<file path="config.mk">
export PLATFORM = sky130hd
export DESIGN_NAME = shift_count_sequencer_flat
export DESIGN_NICKNAME = d
export VERILOG_FILES = /design/src/rtl/waveform_pkg.sv /design/src/rtl/shift_count_sequencer_if.sv /design/src/rtl/pattern_detect.sv /design/src/rtl/shift_count_sequencer.sv /design/src/flat_wrapper.sv
export SDC_FILE = /design/constraint.sdc
export NUM_CORES = 1
export LEC_CHECK = 0
export CAP_MARGIN = 25
export CORE_MARGIN = 5
export CORE_UTILIZATION = 55
export DETAILED_ROUTE_END_ITERATION = 8
export PLACE_DENSITY = 0.77
export SLEW_MARGIN = 10
export SYNTH_ARGS = -nofsm -noshare
export SYNTH_HDL_FRONTEND = slang
export SYNTH_SLANG_ARGS = --single-unit
</file>
<file path="constraint.sdc">
create_clock -name clk -period 5 [get_ports clk]
set_input_delay 0.75 -clock clk [delete_from_list [all_inputs] [get_ports clk]]
set_output_delay 0.75 -clock clk [all_outputs]
set_load 0.005 [all_outputs]
</file>
<file path="src/rtl/waveform_pkg.sv">
// Shared types and defaults for the shift/count sequencer.
// Holds the state encoding and default PATTERN, SHIFT_LEN, TIMEOUT.
package waveform_pkg;

  typedef enum logic [1:0] {
    SEARCH   = 2'd0,
    SHIFT    = 2'd1,
    COUNT    = 2'd2,
    WAIT_ACK = 2'd3
  } state_t;

  localparam logic [3:0]  DEF_PATTERN   = 4'b1101;
  localparam int          DEF_SHIFT_LEN = 4;
  localparam logic [15:0] DEF_TIMEOUT   = 16'd1000;

endpackage

</file>
<file path="src/rtl/shift_count_sequencer_if.sv">
// Control bundle between the sequencer and its datapath/host.
// master: data, done_counting, ack out; slave: enables and status out.
interface shift_count_sequencer_if;

  logic data;
  logic done_counting;
  logic ack;
  logic shift_ena;
  logic count_ena;
  logic counting;
  logic done;
  logic err;

  modport master (
    output data,
    output done_counting,
    output ack,
    input  shift_ena,
    input  count_ena,
    input  counting,
    input  done,
    input  err
  );

  modport slave (
    input  data,
    input  done_counting,
    input  ack,
    output shift_ena,
    output count_ena,
    output counting,
    output done,
    output err
  );

endinterface

</file>
<file path="src/rtl/pattern_detect.sv">
// Overlapping serial start-code detector, MSB first.
// Ports: clk, resetn, clr (drop history), en (shift in data), data -> match.
module pattern_detect
  import waveform_pkg::*;
#(
  parameter logic [3:0] PATTERN = DEF_PATTERN
) (
  input  logic clk,
  input  logic resetn,
  input  logic clr,
  input  logic en,
  input  logic data,
  output logic match
);

  logic [2:0] hist;
  logic [1:0] fill;

  // fill keeps a cleared (all-zero) history from
  // matching a pattern that starts with zeros
  assign match = en && (fill == 2'd3) &&
                 ({hist, data} == PATTERN);

  always_ff @(posedge clk or negedge resetn) begin
    if (!resetn) begin
      hist <= '0;
      fill <= '0;
    end else if (clr) begin
      hist <= '0;
      fill <= '0;
    end else if (en) begin
      hist <= {hist[1:0], data};
      if (fill != 2'd3)
        fill <= fill + 2'd1;
    end
  end

endmodule

</file>
<file path="src/rtl/shift_count_sequencer.sv">
// Start-code triggered shift/count sequencer with timeout, Moore outputs.
// Ports: clk, resetn, bus (data, done_counting, ack in; enables/status out).
module shift_count_sequencer
  import waveform_pkg::*;
#(
  parameter logic [3:0]  PATTERN   = DEF_PATTERN,
  parameter int          SHIFT_LEN = DEF_SHIFT_LEN,
  parameter logic [15:0] TIMEOUT   = DEF_TIMEOUT
) (
  input logic clk,
  input logic resetn,
  shift_count_sequencer_if.slave bus
);

  localparam int SW = $clog2(SHIFT_LEN) + 1;

  state_t        state, state_n;
  logic [SW-1:0] scnt, scnt_n;
  logic [15:0]   tcnt, tcnt_n;
  logic          err_q, err_n;
  logic          match;
  logic          det_en;
  logic          det_clr;
  logic          tmo;

  // history is dropped for the whole of WAIT_ACK so
  // bits seen before the ack never join a new match
  assign det_en  = (state == SEARCH);
  assign det_clr = (state == WAIT_ACK);

  pattern_detect #(
    .PATTERN(PATTERN)
  ) u_det (
    .clk    (clk),
    .resetn (resetn),
    .clr    (det_clr),
    .en     (det_en),
    .data   (bus.data),
    .match  (match)
  );

  // true on the edge that completes the TIMEOUT-th
  // COUNT cycle
  assign tmo = ({1'b0, tcnt} + 17'd1) >= {1'b0, TIMEOUT};

  always_ff @(posedge clk or negedge resetn) begin
    if (!resetn) begin
      state <= SEARCH;
      scnt  <= '0;
      tcnt  <= '0;
      err_q <= 1'b0;
    end else begin
      state <= state_n;
      scnt  <= scnt_n;
      tcnt  <= tcnt_n;
      err_q <= err_n;
    end
  end

  always_comb begin
    state_n = state;
    scnt_n  = scnt;
    tcnt_n  = tcnt;
    err_n   = err_q;
    unique case (state)
      SEARCH: begin
        if (match) begin
          state_n = SHIFT;
          scnt_n  = SW'(SHIFT_LEN - 1);
        end
      end
      SHIFT: begin
        if (scnt == '0) begin
          state_n = COUNT;
          tcnt_n  = '0;
        end else begin
          scnt_n = scnt - 1'b1;
        end
      end
      COUNT: begin
        if (tcnt != 16'hFFFF)
          tcnt_n = tcnt + 16'd1;
        if (bus.done_counting) begin
          state_n = WAIT_ACK;
          err_n   = 1'b0;
        end else if (tmo) begin
          state_n = WAIT_ACK;
          err_n   = 1'b1;
        end
      end
      WAIT_ACK: begin
        if (bus.ack) begin
          state_n = SEARCH;
          err_n   = 1'b0;
        end
      end
      default: state_n = SEARCH;
    endcase
  end

  assign bus.shift_ena = (state == SHIFT);
  assign bus.count_ena = (state == COUNT);
  assign bus.counting  = (state == COUNT);
  assign bus.done      = (state == WAIT_ACK);
  assign bus.err       = (state == WAIT_ACK) && err_q;

endmodule
</file>
<file path="src/flat_wrapper.sv">
// flat-port wrapper written by rule: the top's interface ports become plain ports
module shift_count_sequencer_flat import waveform_pkg::*;
#(
  parameter logic [3:0]  PATTERN   = DEF_PATTERN,
  parameter int          SHIFT_LEN = DEF_SHIFT_LEN,
  parameter logic [15:0] TIMEOUT   = DEF_TIMEOUT
)
  (clk, resetn, bus_data, bus_done_counting, bus_ack, bus_shift_ena, bus_count_ena, bus_counting, bus_done, bus_err);
  shift_count_sequencer_if bus_i ();
  input logic clk;
  input logic resetn;
  input wire logic [$bits(bus_i.data)-1:0] bus_data;
  input wire logic [$bits(bus_i.done_counting)-1:0] bus_done_counting;
  input wire logic [$bits(bus_i.ack)-1:0] bus_ack;
  output wire logic [$bits(bus_i.shift_ena)-1:0] bus_shift_ena;
  output wire logic [$bits(bus_i.count_ena)-1:0] bus_count_ena;
  output wire logic [$bits(bus_i.counting)-1:0] bus_counting;
  output wire logic [$bits(bus_i.done)-1:0] bus_done;
  output wire logic [$bits(bus_i.err)-1:0] bus_err;
  assign bus_i.data = bus_data;
  assign bus_i.done_counting = bus_done_counting;
  assign bus_i.ack = bus_ack;
  assign bus_shift_ena = bus_i.shift_ena;
  assign bus_count_ena = bus_i.count_ena;
  assign bus_counting = bus_i.counting;
  assign bus_done = bus_i.done;
  assign bus_err = bus_i.err;
  shift_count_sequencer #(.PATTERN(PATTERN), .SHIFT_LEN(SHIFT_LEN), .TIMEOUT(TIMEOUT)) u_core (.clk(clk), .resetn(resetn), .bus(bus_i));
endmodule
</file>
[Word level (Yosys, flattened, before mapping)]
Index checks and enable logic that the tools add are counted.
Operators by class
  $add $sub $neg: 4
  mux-type cells: 21
  equal/unequal tests: 13
  order comparisons: 1
  reduce and logical (&&, ||, !) cells: 15
Operators by type and width (count)
  $mux 16: 2
  $pmux 16 s2: 1
  $add 16x1->17 const B: 1
  $ge 17x10->1 const B: 1
  $add 16x1->16 const B: 1
  $mux 2: 8
  $ne 16x16->1 const B: 1
  $mux 3: 4
  $reduce_bool 2->1: 5
  $reduce_and 3->1: 3
  $pmux 2 s4: 1
  $eq 2x2->1 const B: 3
  $ne 2x1->1 const B: 3
  $ne 2x2->1 const B: 3
  $pmux 3 s2: 1
  $eq 4x4->1 const B: 1
  $reduce_and 4->1: 1
  $logic_and 1x1->1: 3
  $logic_not 3->1: 1
  $mux 1: 3
  $ne 3x2->1 const B: 1
  $sub 3x1->3 const B: 1
  $add 2x1->2 const B: 1
  $eq 2x1->1 const B: 1
  3 further kinds: 3
Storage, ports and cells
  input port bits: 5
  flip-flop bits (word level): 27
  output and inout bits: 5

[Longest topological paths before layout]
Gate-level depths: netlist of the first run.
  depth in word-level cells: 5
  depth in mapped cells: 9

[By module]
From an unflattened synthesis of the first run, not the netlist that was laid out.
Unflattened totals
  cells, all modules: 216
  area, all modules: 1871.8 um^2
Modules (own cells, without submodules)
  shift_count_sequencer: area an instance 1607.8 um^2, cells each 193, seq. area each 550.5 um^2, times used 1
  pattern_detect: area an instance 264.0 um^2, cells each 23, seq. area each 125.1 um^2, times used 1

[Worst setup path after synthesis of the first run]
No wires, ideal clock.
  path kind: reg2reg
  from: register u_core.tcnt[0]
  to: register u_core.state[1]
  data required time: 4.875 ns
  clock period less this slack: 2.050 ns
  path slack: 2.950 ns
  buffers on the path: 0
  data arrival time: 1.925 ns
  stages on the path, launching flop included: 8
  cells stage by stage: dfrtp_1 -> ha_1 -> nand4_1 -> a2111oi_0 -> nor3_1 -> a2bb2oi_2 -> a21oi_2 -> mux2_4
On the way
  word-level cells in the longest chain between the ends: 4
Ends and longest elaborated chain
  start: declaration: line shift_count_sequencer.sv:19  | logic [15:0] tcnt, tcnt_n;
  start signal: assignment: line shift_count_sequencer.sv:55  | tcnt <= tcnt_n;
  $add 16x1->17: line shift_count_sequencer.sv:44  | assign tmo = ({1'b0, tcnt} + 17'd1) >= {1'b0, TIMEOUT};
  $ge 17x10->1: line shift_count_sequencer.sv:44
  $ne 3x2->1 (no source line)
  $reduce_and 4->1 (no source line)
  end signal: assignment: line shift_count_sequencer.sv:53  | state <= state_n;
  end: declaration: line shift_count_sequencer.sv:17  | state_t state, state_n;
Every way passes these cells.
A chain may end at the register's enable or synchronous reset.

[Worst setup path in the final report of the first run]
  from: register u_core.state[0]
  to: output port bus_count_ena
On the way
  word-level cells in the longest chain between the ends: 1
Ends and longest elaborated chain
  $eq 2x2->1: line shift_count_sequencer.sv:102  | assign bus.count_ena = (state == COUNT);
  end: declaration: line flat_wrapper.sv:16  | output wire logic [$bits(bus_i.count_ena)-1:0] bus_count_ena;
Every way passes these cells.

==> impl_metrics.ini, run 1 <==
[flow_run]
maxCapViolations = 0

[power_and_ir_drop]
seq_power_share_pct = 34.3
p_sw_w = 0.000394
combinationalPowerShare_pct = 55.0
p_per_area_mw_per_mm2 = 465
vdd_drop_max_mv = 0.270
clkPwrFrac_pct = 10.6
power_leakage_nw = 0.812
switching_share_pct = 43.3
internal_power_w = 0.000517

[critical_path]
critPathSlowestCell = clkdlybuf4s50_1
cp.required_ps = 4250
max_stage_delay_ps = 620
path_class = register to output pin
worstPathArrival_ps = 2100
end_kind = output pin
critPathMaxFanout = 17
crit_path_start_kind = register
path_cells = inv_1 -> ha_1 -> clkdlybuf4s50_1

[logic_synthesis]
ys_types = 47
avgSynthCellArea_um2 = 8.71
synthCells = 211
yosysSeqAreaShare_pct = 36.8
synthesis.nets = 224
synth_warnings = 0
async_flop_share_pct = 100
syn-cell-area_mm2 = 0.00184
synth_edf_count = 0
synthFlopType = dfrtp_1
ys_seq_elements = 27

[floorplanning]
initial_core_util_pct = 55.9
fp-row-count = 21
io_pins = 10
die_h_um = 67.8
coreArea_mm2 = 0.00328
chipWidth_um = 67.8
die_area_mm2 = 0.00460

[global_route]
antenna_found_initial = 0
grt_pass1_vias = 1568
grt_overflow = 0
grt_pass1_wl_um = 7170
grtUsageTotal_pct = 20.3
grt_max_degree = 28

[cells_and_area]
fin_nets = 227
drive_gt1_share_pct = 7.04
final_common_cell = nand2_1
syn_to_final_growth_pct = 6.68
final_cell_mix = 28 x nand2_1, 27 x dfrtp_1, 14 x o21ai_0, 13 x a21oi_1, 10 x nand4_1
insertedDiodeCount = 0

[run_status]
status = complete, no violations

[cts]
cts.htree.levels = 1
clockBufferDepth = 2
clkTransAtPathRegs_ps = 150
clock_latency_ps = 330
cts.sink_count = 27
cts_made_buffers = 3
holdBufCountCts = 0
postCtsSetupRepairBufs = 0
ctsResizeCount = 0
cts_tree = built
ctsRootBufferMaster = clkbuf_4

[sta]
finalSetupViolations = 0
min_period_over_period_pct = 56.9
max_slew_margin_pct = 46.2
fin_setup_tns_ps = 0
worst_slew_pin_slew_ps = 800
period_needed_ps = 2850
drv_slew = 0
setup_ws_ps = 2150
fmax_mhz = 351
hold_violations = 0
fin_skew_ps = 5.84
rsz0062_at_grt = false

[place]
post-place-ws_ps = 2550
gp_congestion = 0.838
port_buffers = 9
dpl.hpwl_um = 2980

[detailed_routing]
wl_per_cell_um = 15.9
vias = 1624
via_per_inst = 6.27
ant_nets = 0
firstDrtPassIters = 4
drcViolationCount = 0
drtIter0Drc = 192
drt-total-wl_um = 4110

[hold_path]
hold_class = register to register
[power by group through the flow]
| stage | logic, W | registers [W] | clock network (W) |
|---|---|---|---|
| floorplan | 0.000374 | 0.000304 | 0 |
| global placement | 0.000467 | 0.000311 | 0 |
| detailed placement | 0.000502 | 0.000317 | 0 |
| CTS | 0.000502 | 0.000312 | 0.0000985 |
| global route | 0.000559 | 0.000322 | 0.000109 |
| finish | 0.000502 | 0.000313 | 0.0000969 |
[synthesized netlist by cell type (2+ instances only)]
cell type	n	area (µm²)
a21o_1	6	45.0
a21oi_1	13	65.1
a22o_1	3	26.3
a22oi_1	2	15.0
a2bb2oi_1	2	17.5
and3_1	3	18.8
and4_1	4	35.0
buf_2	5	25.0
clkbuf_1	6	22.5
dfrtp_1	27	676
ha_1	8	100
inv_1	9	33.8
mux2_4	2	30.0
mux2i_1	2	20.0
nand2_1	28	105
nand2b_1	3	18.8
nand3_1	9	45.0
nand3_2	2	20.0
nand4_1	10	62.6
nor2_1	8	30.0
nor2b_1	2	12.5
nor3_1	4	20.0
nor3b_1	2	15.0
o21ai_0	14	70.1
o21ai_1	3	15.0
o311ai_0	2	17.5
o31ai_1	9	67.6
or3_1	3	18.8
xnor2_1	2	17.5
[layer usage]
| metal | wire length (µm) | vias to the layer above | part of all wire, % | GRT usage, % |
|---|---|---|---|---|
| li1 | - | 782 | - | - |
| met1 | 1910 | 794 | 46 | 27.1 |
| met2 | 1970 | 40 | 48 | 33.7 |
| met3 | 168 | 8 | 4.1 | 2.16 |
| met4 | 70 | 0 | 1.7 | 7.69 |
| met5 | 0 | - | 0 | 0 |
[path summary, 6_finish.rpt]
| check | from | endpoint | slack [ps] | cells past startpoint |
|---|---|---|---|---|
| max | u_core.state[0] | bus_count_ena | 2150 | 3 |
| min | u_core.u_det.hist[2] | u_core.u_det.hist[2] | 530 | 1 |
| max reg2reg | u_core.state[0] | u_core.state[1] | 2520 | 8 |
| min reg2reg | u_core.u_det.hist[2] | u_core.u_det.hist[2] | 530 | 1 |
| max in group asynchronous | resetn | u_core.tcnt[3] | 3970 | 2 |
| min in group asynchronous | resetn | u_core.u_det.hist[0] | 770 | 2 |
[registers in the layout, summed over array words and instances (netlist names)]
register,count
u_core.state,2
u_core.u_det.fill,2
u_core.err_q,1
u_core.u_det.hist,3
u_core.tcnt,16
u_core.scnt,3
[layout make-up]
| class | instances | area [µm²] |
|---|---|---|
| well taps | 46 | 57.6 |
| multi-input cells | 162 | 1060 |
| inverters | 9 | 33.8 |
| repair buffers | 11 | 105 |
| fillers | 297 | 1330 |
| clock buffers | 4 | 26.3 |
| flip-flops and latches | 27 | 676 |
[logic make-up (layout without fill, tap and decap cells)]
kind of cell	Yosys count	after routing	synth area share, %
buf+inv	22	24	5.45
mux	4	4	2.72
flops	27	27	36.8
compound gates	62	62	22.5
simple gates	85	85	25.7
fa+ha+maj	8	8	5.45
xor+xnor	3	3	1.43
[per-stage QoR]
stage               utilization, %  cells  instance area [µm²]  hold WS (ps)  total power (W)
finish                        59.7    259                 1960           535         0.000912
global route                  59.7    259                 1960           574         0.000990
CTS                           59.7    259                 1960           533         0.000913
detailed placement            58.9    255                 1930           497         0.000819
global placement              58.6    254                 1930           492         0.000778
floorplan                        -    211                 1840           454         0.000678
[critical path, delay by kind of cell (launching register included)]
kind | cells | cell delay [ps]
buffers and inverters | 2 | 730
adder cells (fa/ha/maj) | 1 | 580
flip-flops | 1 | 450
Note: power is estimated with default switching activity, not from simulation.
==> inputs of run 2 (changes only) <==
==> constraint.sdc (replaced) <==
create_clock -name clk -period 2.7 [get_ports clk]
set_input_delay 0.405 -clock clk [delete_from_list [all_inputs] [get_ports clk]]
set_output_delay 0.405 -clock clk [all_outputs]
set_load 0.005 [all_outputs]
==> run 2 against run 1 <==
Compared with the run above: first-iteration DRC count down 14%; sequential share of layout area down 0.33 points; critical path depth grew 4; worst setup slack lost 1800 ps; register-to-register slack worse by 2200 ps; routed wire length down 1.3%; core utilization is 0.57 points higher; cell count up 0.77%; global-route usage barely moved; critical path type is now register to register; largest power group unchanged.
==> impl_metrics.ini, run 2 (synthesized netlist as in run 1, its figures left out) <==
[detailed_routing]
wl_per_cell_um = 15.5
via_per_inst = 6.16
ant_nets = 0
drt-total-wl_um = 4060
drcViolationCount = 0
vias = 1609
firstDrtPassIters = 4
drtIter0Drc = 165

[cts]
clockBufferDepth = 2
postCtsSetupRepairBufs = 0
clkTransAtPathRegs_ps = 160
holdBufCountCts = 0
clock_latency_ps = 340
ctsRootBufferMaster = clkbuf_4
cts.sink_count = 27
cts_made_buffers = 3
ctsResizeCount = 0
cts_tree = built
cts.htree.levels = 1

[floorplanning]
initial_core_util_pct = 55.9
io_pins = 10
die_h_um = 67.8
die_area_mm2 = 0.00460
fp-row-count = 21
coreArea_mm2 = 0.00328
chipWidth_um = 67.8

[sta]
hold_violations = 0
max_slew_margin_pct = 67.5
rsz0062_at_grt = false
finalSetupViolations = 0
fmax_mhz = 422
worst_slew_pin_slew_ps = 481
fin_setup_tns_ps = 0
min_period_over_period_pct = 87.7
drv_slew = 0
period_needed_ps = 2370
fin_skew_ps = 12.5

[critical_path]
critical-path-top-delay-family = simple AND/OR/NAND/NOR gates
max_stage_delay_ps = 460
path_cells = ha_1 -> nand4_1 -> nor3_1 -> nand3_1 -> a211oi_2 -> nand2_1 -> mux2_4
cp.required_ps = 2950
critPathSlowestCell = dfrtp_1
crit_path_start_kind = register
crit_buf_inv = 0
end_kind = register
worstPathArrival_ps = 2620
critPathMaxFanout = 7
path_class = register to register

[global_route]
grtUsageTotal_pct = 20.2
antenna_found_initial = 0
grt_pass1_vias = 1582
grt_max_degree = 28
grt_pass1_wl_um = 7040
grt_overflow = 0

[place]
port_buffers = 9
gp_congestion = 0.859
placedCellCount = 257
dpl.hpwl_um = 2950

[cells_and_area]
final_cell_mix = 28 x nand2_1, 27 x dfrtp_1, 14 x o21ai_0, 13 x a21oi_1, 10 x nand4_1
top_regs = u_core.tcnt x16, u_core.scnt x3, u_core.u_det.hist x3
fin_nets = 229
final_cells = 261
insertedDiodeCount = 0
drive_gt1_share_pct = 8.37
regMostFlops = u_core.tcnt
final_common_cell = nand2_1
syn_to_final_growth_pct = 7.70
largest_register_ff_count = 16

[power_and_ir_drop]
power_leakage_nw = 0.822
vdd_drop_max_mv = 0.627
p_per_area_mw_per_mm2 = 868

[flow_run]
maxCapViolations = 0

[run_status]
status = complete, no violations

[hold_path]
hold_class = input port to async pin
## run 2: final timing paths
kind | depth (start not counted) | slack (ps) | startpoint | end
setup / recovery | 7 | 330 | u_core.tcnt[0] | u_core.err_q
max in group asynchronous | 2 | 2020 | resetn | u_core.tcnt[10]
min in group clk | 1 | 530 | u_core.u_det.hist[2] | u_core.u_det.hist[2]
hold / removal | 2 | 410 | resetn | u_core.u_det.hist[0]
setup reg to reg | 7 | 330 | u_core.tcnt[0] | u_core.err_q
hold reg to reg | 1 | 530 | u_core.u_det.hist[2] | u_core.u_det.hist[2]
## run 2: worst reg2reg max path, stage by stage, from the launching register on
cell      delay (ps)
dfrtp_1          460
ha_1             300
nand4_1          210
nor3_1           440
nand3_1          160
a211oi_2         300
nand2_1          110
mux2_4           300
## run 2: cell type report
cell class                 instances  area [µm²]
fill                             282        1310
clock inverter                     1        7.51
multi-input combinational        162        1060
inverter                           9        33.8
sequential                        27         676
timing repair buffer              13         120
clock buffer                       3        22.5
tap                               46        57.6
## run 2: routing by layer
| layer | up-vias | global-route usage, % | routed length (µm) | share of wire (%) |
|---|---|---|---|---|
| met5 | - | 0 | 0 | 0 |
| met4 | 0 | 9.18 | 110 | 2.7 |
| met3 | 11 | 2.50 | 162 | 4.0 |
| met2 | 44 | 34.4 | 1960 | 48 |
| met1 | 769 | 25.5 | 1820 | 45 |
| li1 | 785 | - | - | - |
## run 2: stage by stage
stage | total power (W) | cell area [µm²] | hold slack, ps | utilization (%) | setup slack, ps
floorplan | 0.00126 | 1840 | 109 | - | 650
global placement | 0.00147 | 1950 | 493 | 59.3 | 430
detailed placement | 0.00154 | 1950 | 500 | 59.3 | 399
CTS | 0.00173 | 1980 | 406 | 60.2 | 384
global route | 0.00186 | 1980 | 441 | 60.2 | 201
finish | 0.00172 | 1980 | 410 | 60.2 | 332
## run 2: where the power goes
group	switching, W	internal [W]	leakage [nW]
Sequential	0.0000821	0.000495	0.358
Combinational	0.000542	0.000414	0.450
Clock	0.000127	0.0000569	0.0139
Total	0.000751	0.000966	0.822
